===== src/rtl/serializer.sv =====
// ----------------------------------------------------------------------------
// serializer
//
// Parallel-to-serial converter. A word presented on q is captured on any
// rising edge where qstrobe is high and is shifted out MSB first on qbit,
// one bit per clock, with qbiten marking each valid bit. Both outputs are
// registered, so the first bit of a word is visible in the cycle right after
// the capturing edge.
//
// A strobe always wins. If a strobe arrives mid-word, the current word is
// abandoned and the new word's MSB appears next cycle. If the strobe lands on
// the edge that would otherwise end a word, the new word follows with no gap.
//
// Parameters
//   L        parallel word width in bits (L >= 1)
//
// Ports
//   clk      single clock, all state updates on the rising edge
//   reset    asynchronous active-low reset (0 = reset, 1 = run)
//   q        [L-1:0] parallel word to serialize
//   qstrobe  load request, q captured on every rising edge where it is 1
//   qbit     serial data bit, MSB first, forced to 0 while idle
//   qbiten   serial data valid, 1 for exactly L cycles per whole word
// ----------------------------------------------------------------------------
module serializer #(
    parameter int L = 8
) (
    input  logic         clk,
    input  logic         reset,
    input  logic [L-1:0] q,
    input  logic         qstrobe,
    output logic         qbit,
    output logic         qbiten
);

    // The counter holds the number of bits of the current word that have not
    // yet been retired, counting the one presented on qbit right now. It is L
    // straight after a capture and reaches 1 while the LSB is on the wire.
    localparam int              CW       = $clog2(L + 1);
    localparam logic [CW-1:0]   CNT_FULL = CW'(L);
    localparam logic [CW-1:0]   CNT_ONE  = CW'(1);
    localparam logic [CW-1:0]   CNT_ZERO = {CW{1'b0}};
    localparam logic [L-1:0]    SR_ZERO  = {L{1'b0}};

    logic [L-1:0]  shift_r;
    logic [CW-1:0] cnt_r;
    logic          qbit_r;
    logic          qbiten_r;

    logic [L-1:0]  shifted_s;
    logic [L-1:0]  shift_nxt_s;
    logic [CW-1:0] cnt_nxt_s;
    logic          qbit_nxt_s;
    logic          qbiten_nxt_s;

    // The register keeps the bit currently on the wire in its MSB; shifting
    // once exposes the next bit. With L=1 the shift yields 0, which is never
    // used because the counter cannot exceed 1 in that configuration.
    assign shifted_s = shift_r << 1;

    // Next-state selection: a strobe reloads, otherwise advance or go idle.
    always_comb begin
        shift_nxt_s  = shift_r;
        cnt_nxt_s    = cnt_r;
        qbit_nxt_s   = 1'b0;
        qbiten_nxt_s = 1'b0;
        if (qstrobe) begin
            // Capture wins over everything, including the final bit of a
            // word in flight, which gives gap-free back-to-back words.
            shift_nxt_s  = q;
            cnt_nxt_s    = CNT_FULL;
            qbit_nxt_s   = q[L-1];
            qbiten_nxt_s = 1'b1;
        end else if (cnt_r > CNT_ONE) begin
            shift_nxt_s  = shifted_s;
            cnt_nxt_s    = cnt_r - CNT_ONE;
            qbit_nxt_s   = shifted_s[L-1];
            qbiten_nxt_s = 1'b1;
        end else begin
            // Last bit retired (or already idle): clear everything so the
            // outputs sit at 0 regardless of q.
            shift_nxt_s  = SR_ZERO;
            cnt_nxt_s    = CNT_ZERO;
            qbit_nxt_s   = 1'b0;
            qbiten_nxt_s = 1'b0;
        end
    end

    // State and output registers with asynchronous clear.
    always_ff @(posedge clk or negedge reset) begin
        if (!reset) begin
            shift_r  <= SR_ZERO;
            cnt_r    <= CNT_ZERO;
            qbit_r   <= 1'b0;
            qbiten_r <= 1'b0;
        end else begin
            shift_r  <= shift_nxt_s;
            cnt_r    <= cnt_nxt_s;
            qbit_r   <= qbit_nxt_s;
            qbiten_r <= qbiten_nxt_s;
        end
    end

    assign qbit   = qbit_r;
    assign qbiten = qbiten_r;

endmodule


===== config.mk =====
export PLATFORM = sky130hd
export DESIGN_NAME = serializer
export DESIGN_NICKNAME = d
export VERILOG_FILES = /design/src/rtl/serializer.sv
export SDC_FILE = /design/constraint.sdc
export NUM_CORES = 1
export LEC_CHECK = 0
export BUFFER_PORTS_ARGS = -buffer_cell sky130_fd_sc_hd__buf_2
export CORE_AREA = 2 2 39 41
export DETAILED_ROUTE_END_ITERATION = 16
export DIE_AREA = 0 0 41 43
export PLACE_DENSITY_LB_ADDON = 0.25
export SETUP_SLACK_MARGIN = 0.05
export SLEW_MARGIN = 20
export SYNTH_ARGS = -nofsm -noshare
export SYNTH_HDL_FRONTEND = slang
export SYNTH_SLANG_ARGS = --single-unit

===== constraint.sdc =====
create_clock -name clk -period 1.6 [get_ports clk]
set_input_delay 0.16 -clock clk [delete_from_list [all_inputs] [get_ports clk]]
set_output_delay 0.16 -clock clk [all_outputs]
set_load 0.02 [all_outputs]

==> impl_table.tex <==
\begin{tabular}{lr}
\hline
Metric & Value \\
\hline
\multicolumn{2}{l}{\textbf{Critical path}} \\
Sort of element at the start of the critical path & flop \\
Maximum fanout count along the critical path & 7 \\
Req. time, crit path & about 1.8 ns \\
Worst Path Arrival & roughly 1.6 ns \\
Kind of critical path & reg2reg \\
Capturing element type of the critical path & flop \\
\multicolumn{2}{l}{\textbf{Placement}} \\
\# placed instances & 65 \\
Count of port buffers added during placement & 12 \\
Placement-stage cell area & 588 um\^{}2 \\
Final GP Congestion & $\sim$0.75 \\
HPWL Detailed & 600 um \\
Dpl ws & around 0.23 ns \\
\multicolumn{2}{l}{\textbf{Routing}} \\
Number of DRC markers in iteration 0 & 4 \\
DRC viols & 0 \\
Vias & between 300 and 400 \\
Aggregate routed wire length & $\sim$790 um \\
Mean number of vias per cell & between 4 and 5 \\
Number of antenna-violating nets in the routed design & 0 \\
Average wire length per cell after detail routing & $\sim$11 um \\
DRT Pass-1 Iters & 4 \\
\multicolumn{2}{l}{\textbf{Cells and area}} \\
Area added between synthesis and finish & 21.7\% \\
Layout Cells excl Fill & 70 \\
Antenna fix cells & 0 \\
Layout cells sized above 1 & 0.315 \\
Utilization after layout & 0.451 \\
Nets@finish & 68 \\
Finished Cell Area & approximately 620 um\^{}2 \\
\multicolumn{2}{l}{\textbf{STA}} \\
RSZ-0062 raised after global routing & false \\
Slew @ Worst Pin & about 0.30 ns \\
Worst-case clock skew & approximately 0.0035 ns \\
Final total negative setup slack & 0 ns \\
Minimum setup slack in the final design & 0.211 ns \\
Total of endpoints with negative setup slack in the final report & 0 \\
Maximum clock frequency & around 720 MHz \\
Portion of the clock cycle consumed by the worst path in the final layout & 0.868 \\
Max-slew headroom at the worst pin & 0.799 \\
Final number of hold-violating endpoints & 0 \\
Final worst hold slack & 0.105 ns \\
Final slew viol count & 0 \\
Final worst path period need & 1.39 ns \\
\multicolumn{2}{l}{\textbf{Die}} \\
DIE HEIGHT & 43 um \\
Initial core utilization & 0.371 \\
Number of top-level pins & 13 \\
Area of the die & roughly 0.0018 mm\^{}2 \\
\# rows & 14 \\
Core outline area & around 0.0014 mm\^{}2 \\
Die width & between 40 and 50 um \\
\multicolumn{2}{l}{\textbf{GRT}} \\
Global-route wire length before repair & roughly 1.3 mm \\
Via count of the first global-routing pass & approximately 310 \\
Global routing usage summed across all routing layers & 0.113 \\
Number of antenna violations at the first check in global routing & 0 \\
Largest net degree at the start of global routing & 14 \\
Remaining global-route overflow & 0 \\
\multicolumn{2}{l}{\textbf{Synth}} \\
Area fraction of the dominant cell type after synthesis & 0.634 \\
Number of instances in the synthesized netlist & 38 \\
Post-Syn Nets & 51 \\
Sequential fraction of the synthesis area & 0.634 \\
Largest cells by area after synthesis & sky130\_fd\_sc\_hd\_\_dfrtp\_1 (63\%), sky130\_fd\_sc\_hd\_\_a22o\_1 (12\%), sky130\_fd\_sc\_hd\_\_ha\_1 (4.9\%) \\
Synth Warn \# & 0 \\
Number of distinct library cells after synthesis & 15 \\
Area of the mapped netlist & 513 um\^{}2 \\
Cell taking the most area after synthesis & sky130\_fd\_sc\_hd\_\_dfrtp\_1 \\
Synth Register Bits & 13 \\
Post-Synthesis Mean Instance Area & between 10 and 15 um\^{}2 \\
\multicolumn{2}{l}{\textbf{Pwr}} \\
Post-layout power & about 0.9 mW \\
IR drop worst, VDD & about 0.00064 V \\
Pwr per Cell Area & $\sim$1400 mW/mm\^{}2 \\
Leak pwr & 0.303 nW \\
\multicolumn{2}{l}{\textbf{Outcome}} \\
Outcome & complete, no violations \\
\multicolumn{2}{l}{\textbf{Clocking}} \\
Later-pin clock latency in the skew report & between 0.2 and 0.3 ns \\
Max Root-Sink Buffers & 2 \\
Resize count post-CTS & 0 \\
Clock-pin slew on the worst setup and hold paths & about 0.07 ns \\
CTS Root Buffer Type & sky130\_fd\_sc\_hd\_\_clkbuf\_4 \\
Number of buffers inserted to repair setup after CTS & 0 \\
CTS tree & done \\
CTS sink count & 13 \\
Number of hold buffers added after CTS & 1 \\
CTS Buf Count & 3 \\
H-tree depth & 1 \\
\multicolumn{2}{l}{\textbf{Hold path}} \\
Worst min-delay path category & in2reg \\
\multicolumn{2}{l}{\textbf{Run}} \\
Max-cap violations & 0 \\
\hline
\end{tabular}
==> sequential cells by signal, summed over array words and instances (netlist names) <==
signal	flops
cnt_r	4
shift_r	7
qbiten	1
qbit	1
==> final timing paths <==
check	slack, ns	cells after the start	endpoint	from
max in group asynchronous	1.09	2	shift_r[2]	reset
max	0.21	5	shift_r[5]	cnt_r[0]
max reg2reg	0.21	5	shift_r[5]	cnt_r[0]
min in group asynchronous	0.29	2	qbit	reset
min reg2reg	0.47	1	shift_r[3]	shift_r[2]
min	0.11	2	shift_r[0]	q[0]
==> cell usage after synthesis (all sizes together) <==
cell / number
or3: 1
nand3b: 1
inv: 2
dfrtp: 13
a22o: 7
nor2: 4
a21oi: 2
or2: 1
xnor2: 1
ha: 2
and2: 1
a21o: 1
o31ai: 1
buf: 1
==> cell type report <==
type                       count  area [um^2]
clock buffer                   4         26.3
fill                         138          759
inverter                       2         7.51
multi-input combinational     22          175
sequential                    13          325
tap                           16         20.0
timing repair buffer          13         70.1
==> logic make-up (layout without fill, tap and decap cells) <==
group / Yosys count / after routing / share of synthesized area
DFF: 13 / 13 / 0.634
AOI/OAI and AO/OA: 11 / 11 / 0.190
and+or+nand+nor: 8 / 8 / 0.0854
buffers and inverters: 3 / 19 / 0.0244
adders and majority gates: 2 / 2 / 0.0488
xor gates and xnor gates: 1 / 1 / 0.0171
==> routing by layer <==
metal / wire [um] / vias to the layer above / track usage
met1: 366 / 161 / 0.162
met3: 59 / 0 / 0.0314
met5: 0 / - / 0
met2: 361 / 11 / 0.141
met4: 0 / 0 / 0.0800
li1: - / 167 / -
==> placed cells by master (no fill, tap or decap) <==
| cell type | n |
|---|---|
| sky130_fd_sc_hd__and2_1 | 1 |
| sky130_fd_sc_hd__a21o_1 | 1 |
| sky130_fd_sc_hd__dfrtp_1 | 13 |
| sky130_fd_sc_hd__a21oi_4 | 1 |
| sky130_fd_sc_hd__a22o_1 | 7 |
| sky130_fd_sc_hd__buf_2 | 12 |
| sky130_fd_sc_hd__or3_1 | 1 |
| sky130_fd_sc_hd__clkbuf_4 | 3 |
| sky130_fd_sc_hd__a21oi_1 | 1 |
| sky130_fd_sc_hd__clkbuf_1 | 1 |
| sky130_fd_sc_hd__ha_1 | 2 |
| sky130_fd_sc_hd__inv_1 | 2 |
| sky130_fd_sc_hd__o31ai_1 | 1 |
| sky130_fd_sc_hd__or2_4 | 1 |
| sky130_fd_sc_hd__dlygate4sd3_1 | 1 |
| sky130_fd_sc_hd__nor2_1 | 4 |
| sky130_fd_sc_hd__xnor2_1 | 1 |
| sky130_fd_sc_hd__nand3b_1 | 1 |
==> critical path, cell delays in order, from the launching register on <==
cell	delay, ns
sky130_fd_sc_hd__dfrtp_1	0.39
sky130_fd_sc_hd__inv_1	0.06
sky130_fd_sc_hd__ha_1	0.21
sky130_fd_sc_hd__or2_4	0.28
sky130_fd_sc_hd__a21oi_4	0.22
sky130_fd_sc_hd__a22o_1	0.17
==> power breakdown <==
part	internal [mW]	total, mW	switching, mW	leakage [nW]
Clock	0.0964	0.192	0.0954	0.0150
Combinational	0.124	0.265	0.140	0.131
Sequential	0.400	0.438	0.0378	0.157
Total	0.621	0.894	0.274	0.303
Note: power is estimated with default switching activity, not from simulation.
